--- src/rtl/rocc_accum_pkg.sv ---
// Shared encodings for the RoCC accumulator bank: funct codes, FSM states
// and the D$ read command.
package rocc_accum_pkg;

    localparam logic [6:0] FN_WRITE = 7'd0;
    localparam logic [6:0] FN_READ  = 7'd1;
    localparam logic [6:0] FN_ADD   = 7'd2;
    localparam logic [6:0] FN_LOAD  = 7'd3;

    localparam int M_XRD = 0;

    typedef enum logic [1:0] {
        IDLE,
        MREQ,
        MWAIT,
        RESP
    } state_e;

endpackage

--- src/rtl/rocc_acc_regfile.sv ---
// Accumulator storage: NUM_ACC words of XLEN bits, one asynchronous read
// port and one synchronous write port, cleared by reset.
module rocc_acc_regfile #(
    parameter int XLEN    = 64,
    parameter int NUM_ACC = 4,
    parameter int IDX_W   = $clog2(NUM_ACC)
) (
    input  logic             clock,
    input  logic             reset,
    input  logic [IDX_W-1:0] raddr,
    output logic [XLEN-1:0]  rdata,
    input  logic             we,
    input  logic [IDX_W-1:0] waddr,
    input  logic [XLEN-1:0]  wdata
);

    logic [XLEN-1:0] acc_q [NUM_ACC];

    // NOTE: the accumulators are software-visible state, so the whole array is
    // reset here rather than only the control path.
    always_ff @(posedge clock or posedge reset) begin
        if (reset) begin
            for (int i = 0; i < NUM_ACC; i++) begin
                acc_q[i] <= '0;
            end
        end else if (we) begin
            acc_q[waddr] <= wdata;
        end
    end

    assign rdata = acc_q[raddr];

endmodule

--- src/rtl/rocc_accum_bank.sv ---
// RoCC accumulator accelerator: command decode, the single-outstanding D$
// load path with nack retry, and a held response toward the core.
module rocc_accum_bank
    import rocc_accum_pkg::*;
#(
    parameter int xLen             = 64,
    parameter int NUM_ACC          = 4,
    parameter int coreMaxAddrBits  = 40,
    parameter int dcacheReqTagBits = 9,
    parameter int M_SZ             = 5
) (
    input  logic                        clock,
    input  logic                        reset,
    output logic                        rocc_cmd_ready,
    input  logic                        rocc_cmd_valid,
    input  logic [6:0]                  rocc_cmd_bits_inst_funct,
    input  logic [4:0]                  rocc_cmd_bits_inst_rd,
    input  logic                        rocc_cmd_bits_inst_xd,
    input  logic [xLen-1:0]             rocc_cmd_bits_rs1,
    input  logic [xLen-1:0]             rocc_cmd_bits_rs2,
    input  logic                        rocc_resp_ready,
    output logic                        rocc_resp_valid,
    output logic [4:0]                  rocc_resp_bits_rd,
    output logic [xLen-1:0]             rocc_resp_bits_data,
    input  logic                        rocc_mem_req_ready,
    output logic                        rocc_mem_req_valid,
    output logic [coreMaxAddrBits-1:0]  rocc_mem_req_bits_addr,
    output logic [dcacheReqTagBits-1:0] rocc_mem_req_bits_tag,
    output logic [M_SZ-1:0]             rocc_mem_req_bits_cmd,
    output logic [1:0]                  rocc_mem_req_bits_size,
    input  logic                        rocc_mem_s2_nack,
    input  logic                        rocc_mem_resp_valid,
    input  logic [xLen-1:0]             rocc_mem_resp_bits_data,
    output logic                        rocc_busy,
    output logic                        rocc_interrupt
);

    localparam int IDX_W     = $clog2(NUM_ACC);
    localparam int SIZE_LOG2 = $clog2(xLen / 8);

    state_e                     state_q;
    logic [4:0]                 rd_q;
    logic                       xd_q;
    logic [IDX_W-1:0]           idx_q;
    logic [coreMaxAddrBits-1:0] addr_q;
    logic [xLen-1:0]            resp_data_q;

    logic                       cmd_fire;
    logic                       mem_done;
    logic [IDX_W-1:0]           acc_idx;
    logic [xLen-1:0]            acc_rdata;
    logic [xLen-1:0]            add_operand;
    logic [xLen-1:0]            acc_sum;
    logic                       acc_we;
    logic [xLen-1:0]            acc_wdata;
    logic [xLen-1:0]            result;
    logic                       unused_rs2;

    assign cmd_fire = rocc_cmd_valid && (state_q == IDLE);
    // A nack in the same cycle as resp_valid means the data is not real.
    assign mem_done = (state_q == MWAIT) && !rocc_mem_s2_nack && rocc_mem_resp_valid;

    // One read port and one adder serve both the command cycle and the load return.
    assign acc_idx     = (state_q == IDLE) ? rocc_cmd_bits_rs2[IDX_W-1:0] : idx_q;
    assign add_operand = (state_q == MWAIT) ? rocc_mem_resp_bits_data : rocc_cmd_bits_rs1;
    assign acc_sum     = acc_rdata + add_operand;
    assign unused_rs2  = ^rocc_cmd_bits_rs2[xLen-1:IDX_W];

    rocc_acc_regfile #(
        .XLEN    (xLen),
        .NUM_ACC (NUM_ACC)
    ) u_regfile (
        .clock (clock),
        .reset (reset),
        .raddr (acc_idx),
        .rdata (acc_rdata),
        .we    (acc_we),
        .waddr (acc_idx),
        .wdata (acc_wdata)
    );

    // NOTE: every output of this block gets a default first, so no path
    // through the case can hold a value and infer a latch.
    always_comb begin
        acc_we    = 1'b0;
        acc_wdata = acc_sum;
        result    = '0;
        if (cmd_fire) begin
            case (rocc_cmd_bits_inst_funct)
                FN_WRITE: begin
                    acc_we    = 1'b1;
                    acc_wdata = rocc_cmd_bits_rs1;
                    result    = acc_rdata;
                end
                FN_READ: result = acc_rdata;
                FN_ADD: begin
                    acc_we = 1'b1;
                    result = acc_sum;
                end
                default: result = '0;
            endcase
        end else if (mem_done) begin
            acc_we = 1'b1;
            result = acc_sum;
        end
    end

    // NOTE: sequential state uses non-blocking assignments only.
    always_ff @(posedge clock or posedge reset) begin
        if (reset) begin
            state_q     <= IDLE;
            rd_q        <= '0;
            xd_q        <= 1'b0;
            idx_q       <= '0;
            addr_q      <= '0;
            resp_data_q <= '0;
        end else begin
            case (state_q)
                IDLE: begin
                    if (cmd_fire) begin
                        rd_q        <= rocc_cmd_bits_inst_rd;
                        xd_q        <= rocc_cmd_bits_inst_xd;
                        idx_q       <= rocc_cmd_bits_rs2[IDX_W-1:0];
                        addr_q      <= coreMaxAddrBits'(rocc_cmd_bits_rs1);
                        resp_data_q <= result;
                        if (rocc_cmd_bits_inst_funct == FN_LOAD) begin
                            state_q <= MREQ;
                        end else begin
                            state_q <= rocc_cmd_bits_inst_xd ? RESP : IDLE;
                        end
                    end
                end
                MREQ: begin
                    if (rocc_mem_req_ready) begin
                        state_q <= MWAIT;
                    end
                end
                MWAIT: begin
                    if (rocc_mem_s2_nack) begin
                        state_q <= MREQ;
                    end else if (mem_done) begin
                        resp_data_q <= result;
                        state_q     <= xd_q ? RESP : IDLE;
                    end
                end
                RESP: begin
                    if (rocc_resp_ready) begin
                        state_q <= IDLE;
                    end
                end
                default: state_q <= IDLE;
            endcase
        end
    end

    assign rocc_cmd_ready         = (state_q == IDLE);
    assign rocc_resp_valid        = (state_q == RESP);
    assign rocc_resp_bits_rd      = rd_q;
    assign rocc_resp_bits_data    = resp_data_q;
    assign rocc_mem_req_valid     = (state_q == MREQ);
    assign rocc_mem_req_bits_addr = addr_q;
    assign rocc_mem_req_bits_tag  = '0;
    assign rocc_mem_req_bits_cmd  = M_SZ'(M_XRD);
    assign rocc_mem_req_bits_size = 2'(SIZE_LOG2);
    assign rocc_busy              = (state_q != IDLE);
    assign rocc_interrupt         = 1'b0;

endmodule
--- config.mk ---
export PLATFORM = sky130hd
export DESIGN_NAME = rocc_accum_bank
export DESIGN_NICKNAME = d
export VERILOG_FILES = /design/src/rtl/rocc_accum_pkg.sv /design/src/rtl/rocc_acc_regfile.sv /design/src/rtl/rocc_accum_bank.sv
export SDC_FILE = /design/constraint.sdc
export NUM_CORES = 1
export LEC_CHECK = 0
export BUFFER_PORTS_ARGS = -buffer_cell sky130_fd_sc_hd__buf_2
export CELL_PAD_IN_SITES_DETAIL_PLACEMENT = 0
export CELL_PAD_IN_SITES_GLOBAL_PLACEMENT = 1
export CORE_ASPECT_RATIO = 1.75
export CORE_MARGIN = 1
export CORE_UTILIZATION = 45
export DETAILED_ROUTE_END_ITERATION = 7
export GPL_ROUTABILITY_DRIVEN = 1
export PLACE_DENSITY = 0.9
export SLEW_MARGIN = 0
export SYNTH_ARGS = -nofsm -noshare
export SYNTH_HDL_FRONTEND = slang
export SYNTH_SLANG_ARGS = --single-unit
--- constraint.sdc ---
create_clock -name clock -period 22.3 [get_ports clock]
set_clock_uncertainty 0.2 [all_clocks]
set_input_delay 4.46 -clock clock [delete_from_list [all_inputs] [get_ports clock]]
set_output_delay 4.46 -clock clock [all_outputs]
set_load 0.02 [all_outputs]
==> impl_metrics.csv <==
group,metric,value,unit
global_routing,grt_max_degree,83,
sta,clock.fmax,101.7,MHz
clock_tree,hold_buffers,0,
clock_tree,cts_htree_levels,2,
global_routing,use_met3,3.078,%
global_routing,overflow,0,
layout,diodes,0,
sta,fin_ws,12460,ps
place,dp_hpwl,46240,µm
logic_synthesis,synth_area,20850,µm²
logic_synthesis,synth.avg_cell_area,9.221,µm²
logic_synthesis,yosysTopAreaCell,"dfrtp_1",
logic_synthesis,synthFlopType,"dfrtp_1",
routing,drcViolationCount,0,
floorplanning,die_area,47230,µm²
global_routing,grt_first_pass_wirelength,102900,µm
routing,drt-vias-per-instance,6.046,
worst_setup_path,cp_max_fo,42,
clock_tree,post_cts_buffers,0,
logic_synthesis,synth_top_area_share,44.41,%
layout,layout-drive-gt1-share,21.13,%
routing,drt_wl_total,67230,µm
layout,area_growth,13.64,%
layout,multi_input_area,10880,µm²
sta,timing.hold.ws,276.2,ps
global_routing,gr-usage-met1,32.56,%
routing,final_antenna_net_count,0,
sta,fin_crit,9835,ps
status,outcome,"finished, final reports clean",
floorplanning,coreArea,45800,µm²
logic_synthesis,synth-edff-count,0,
logic_synthesis,yosysMostFrequentCell,"nand2_1",
sta,worst_pin_slew,1155,ps
floorplanning,start_util,45.52,%
routing,num_vias,18470,
floorplanning,ios,342,
sta,setup_viol,0,
global_routing,track_usage,28.49,%
hold_path,min-delay-path-class,"flip-flop to flip-flop",
clock_tree,numCtsBuffers,36,
global_routing,grt_pass1_vias,18650,
clock_tree,clockRootBuffer,"clkbuf_16",
logic_synthesis,synth.area.top_cells,"dfrtp_1 44%, nand2_1 7.0%, o21ai_0 6.7%",
sta,slew_violations,0,
logic_synthesis,syn_inst,2261,
clock_tree,clock-sinks,370,
logic_synthesis,synthDistinctLibCells,84,
layout,fillCellCount,4246,
clock_tree,clk_pin_slew,60,ps
logic_synthesis,seq_area_frac_synth,44.41,%
floorplanning,die_h,286.7,µm
worst_setup_path,cp.arrival,10100,ps
place,place.gp.congestion,0.9638,
clock_tree,cts_tree,"built",
routing,drt_iter0_markers,1304,
worst_setup_path,startpoint_type,"input port",
sta,rsz0062_at_grt,"false",
run,cap_violations,0,
global_routing,busiest_layer,"met2",
sta,tns,0,ps
place,port_buffers,262,
sta,slew_headroom,22.75,%
floorplanning,rows,104,
global_routing,antenna_found_initial,2,
clock_tree,clock_latency,550,ps
logic_synthesis,async_reset_ff_share,100.0,%
routing,dr.pass1.iters,5,
layout,fin_nets,2708,
layout,final-seq-area,9259,µm²
logic_synthesis,ys_warn_count,0,
place,dp_slack,12010,ps
logic_synthesis,ys_ff_latch,370,
clock_tree,ctsResizeCount,0,
sta,hold_viol,0,
floorplanning,die_w,164.7,µm
worst_setup_path,end_kind,"flip-flop",
worst_setup_path,worst-setup-path-type,"input port to flip-flop",
routing,routedWlPerCell,22.01,µm
sta,fin_crit_sh,44.10,%
worst_setup_path,cp.required,22560,ps
logic_synthesis,ys_top_cells_by_count,"387 x nand2_1, 370 x dfrtp_1, 280 x o21ai_0, 149 x nor2_1, 116 x clkbuf_1",
clock_tree,cts_buffer_depth,3,
global_routing,met2_usage,50.72,%
==> per-layer routing <==
metal | wire length [µm] | share of wire (%)
met3 | 3705 | 5.5
met4 | 4084 | 6.1
met2 | 34410 | 51
met5 | 20 | 0.030
met1 | 25000 | 37
==> area by class of cell <==
type	count	share of cell area [%]
multi-input cells	1708	45.91
repair buffers	286	6.295
inverters	41	0.6812
well taps	583	3.079
clock inverters	19	0.5545
flip-flops and latches	370	39.08
clock buffers	47	4.404
==> critical path, cell delays in order <==
cell and delay (ps):
buf_2 130, nor4_2 470, a21o_1 140, buf_4 550
a22o_1 260, a221o_1 130, ha_1 190, a21o_1 130
a21o_1 180, o21ai_0 110, o31ai_1 380, a211oi_2 160
o41ai_4 480, a311oi_2 270, o221ai_2 350, a41oi_2 320
o21ai_2 420, a21oi_1 160, xnor2_1 360, nand2_1 180
a31oi_1 220
==> cells by family after synthesis <==
family / count (synthesis) / share of synthesized area (%)
compound gates: 736 / 22.87
xor+xnor: 71 / 3.055
fa+ha+maj: 55 / 3.319
buf+inv: 198 / 4.141
flops: 370 / 44.41
mux: 157 / 8.276
other cells: 2 / 0.03602
simple gates: 672 / 13.89
==> layout by cell type (no fill, tap or decap), types with 10 or more instances in the layout <==
cell type,netlist,layout
mux2_2,111,111
nor3_1,18,18
o21ai_0,280,280
inv_1,41,40
or3_1,11,11
mux2i_1,43,41
and2_1,11,10
xor2_1,34,34
dfrtp_1,370,370
ha_1,52,52
clkinv_2,0,15
nor2_1,149,147
conb_1,2,17
nand2_1,387,382
nand2b_1,16,15
a221o_1,43,43
a22o_1,41,41
buf_2,6,262
a22oi_1,50,50
nand3_1,11,11
o21ai_1,12,11
a21o_1,30,30
xnor2_1,35,35
buf_4,20,24
o22ai_1,40,40
nand4_1,21,21
a21oi_1,107,107
o21bai_1,12,12
a31oi_1,38,37
o31ai_1,15,15
clkbuf_16,0,37
==> stage by stage <==
step	instances	util, %	area (µm²)
final	3054	51.73	23690
after global routing	3054	51.73	23690
after CTS	3054	51.73	23690
after detailed placement	2988	49.16	22520
after global placement	2988	49.16	22520
after floorplan	2276	-	20910
==> sequential cells by signal, summed over array words and instances, names as in the netlist <==
| signal | flops |
|---|---|
| idx_q | 2 |
| rocc_mem_req_bits_addr | 40 |
| rocc_resp_bits_data | 64 |
| rocc_resp_bits_rd | 5 |
| state_q | 2 |
| u_regfile.acc_q | 256 |
| xd_q | 1 |
==> final timing paths <==
kind | to | cells after the start | start | slack (ps)
max | u_regfile.acc_q[185] | 21 | rocc_cmd_bits_rs2[0] | 12460
min | u_regfile.acc_q[95] | 2 | u_regfile.acc_q[95] | 280
max reg2reg | u_regfile.acc_q[185] | 20 | state_q[0] | 15930
min reg2reg | u_regfile.acc_q[95] | 2 | u_regfile.acc_q[95] | 280
max in group asynchronous | u_regfile.acc_q[111] | 4 | reset | 15890
min in group asynchronous | rocc_mem_req_bits_addr[12] | 2 | reset | 3770
Power is left out: the tool's default activity adds up to more than one toggle a clock period on the data nets, which glitch-free logic cannot reach.
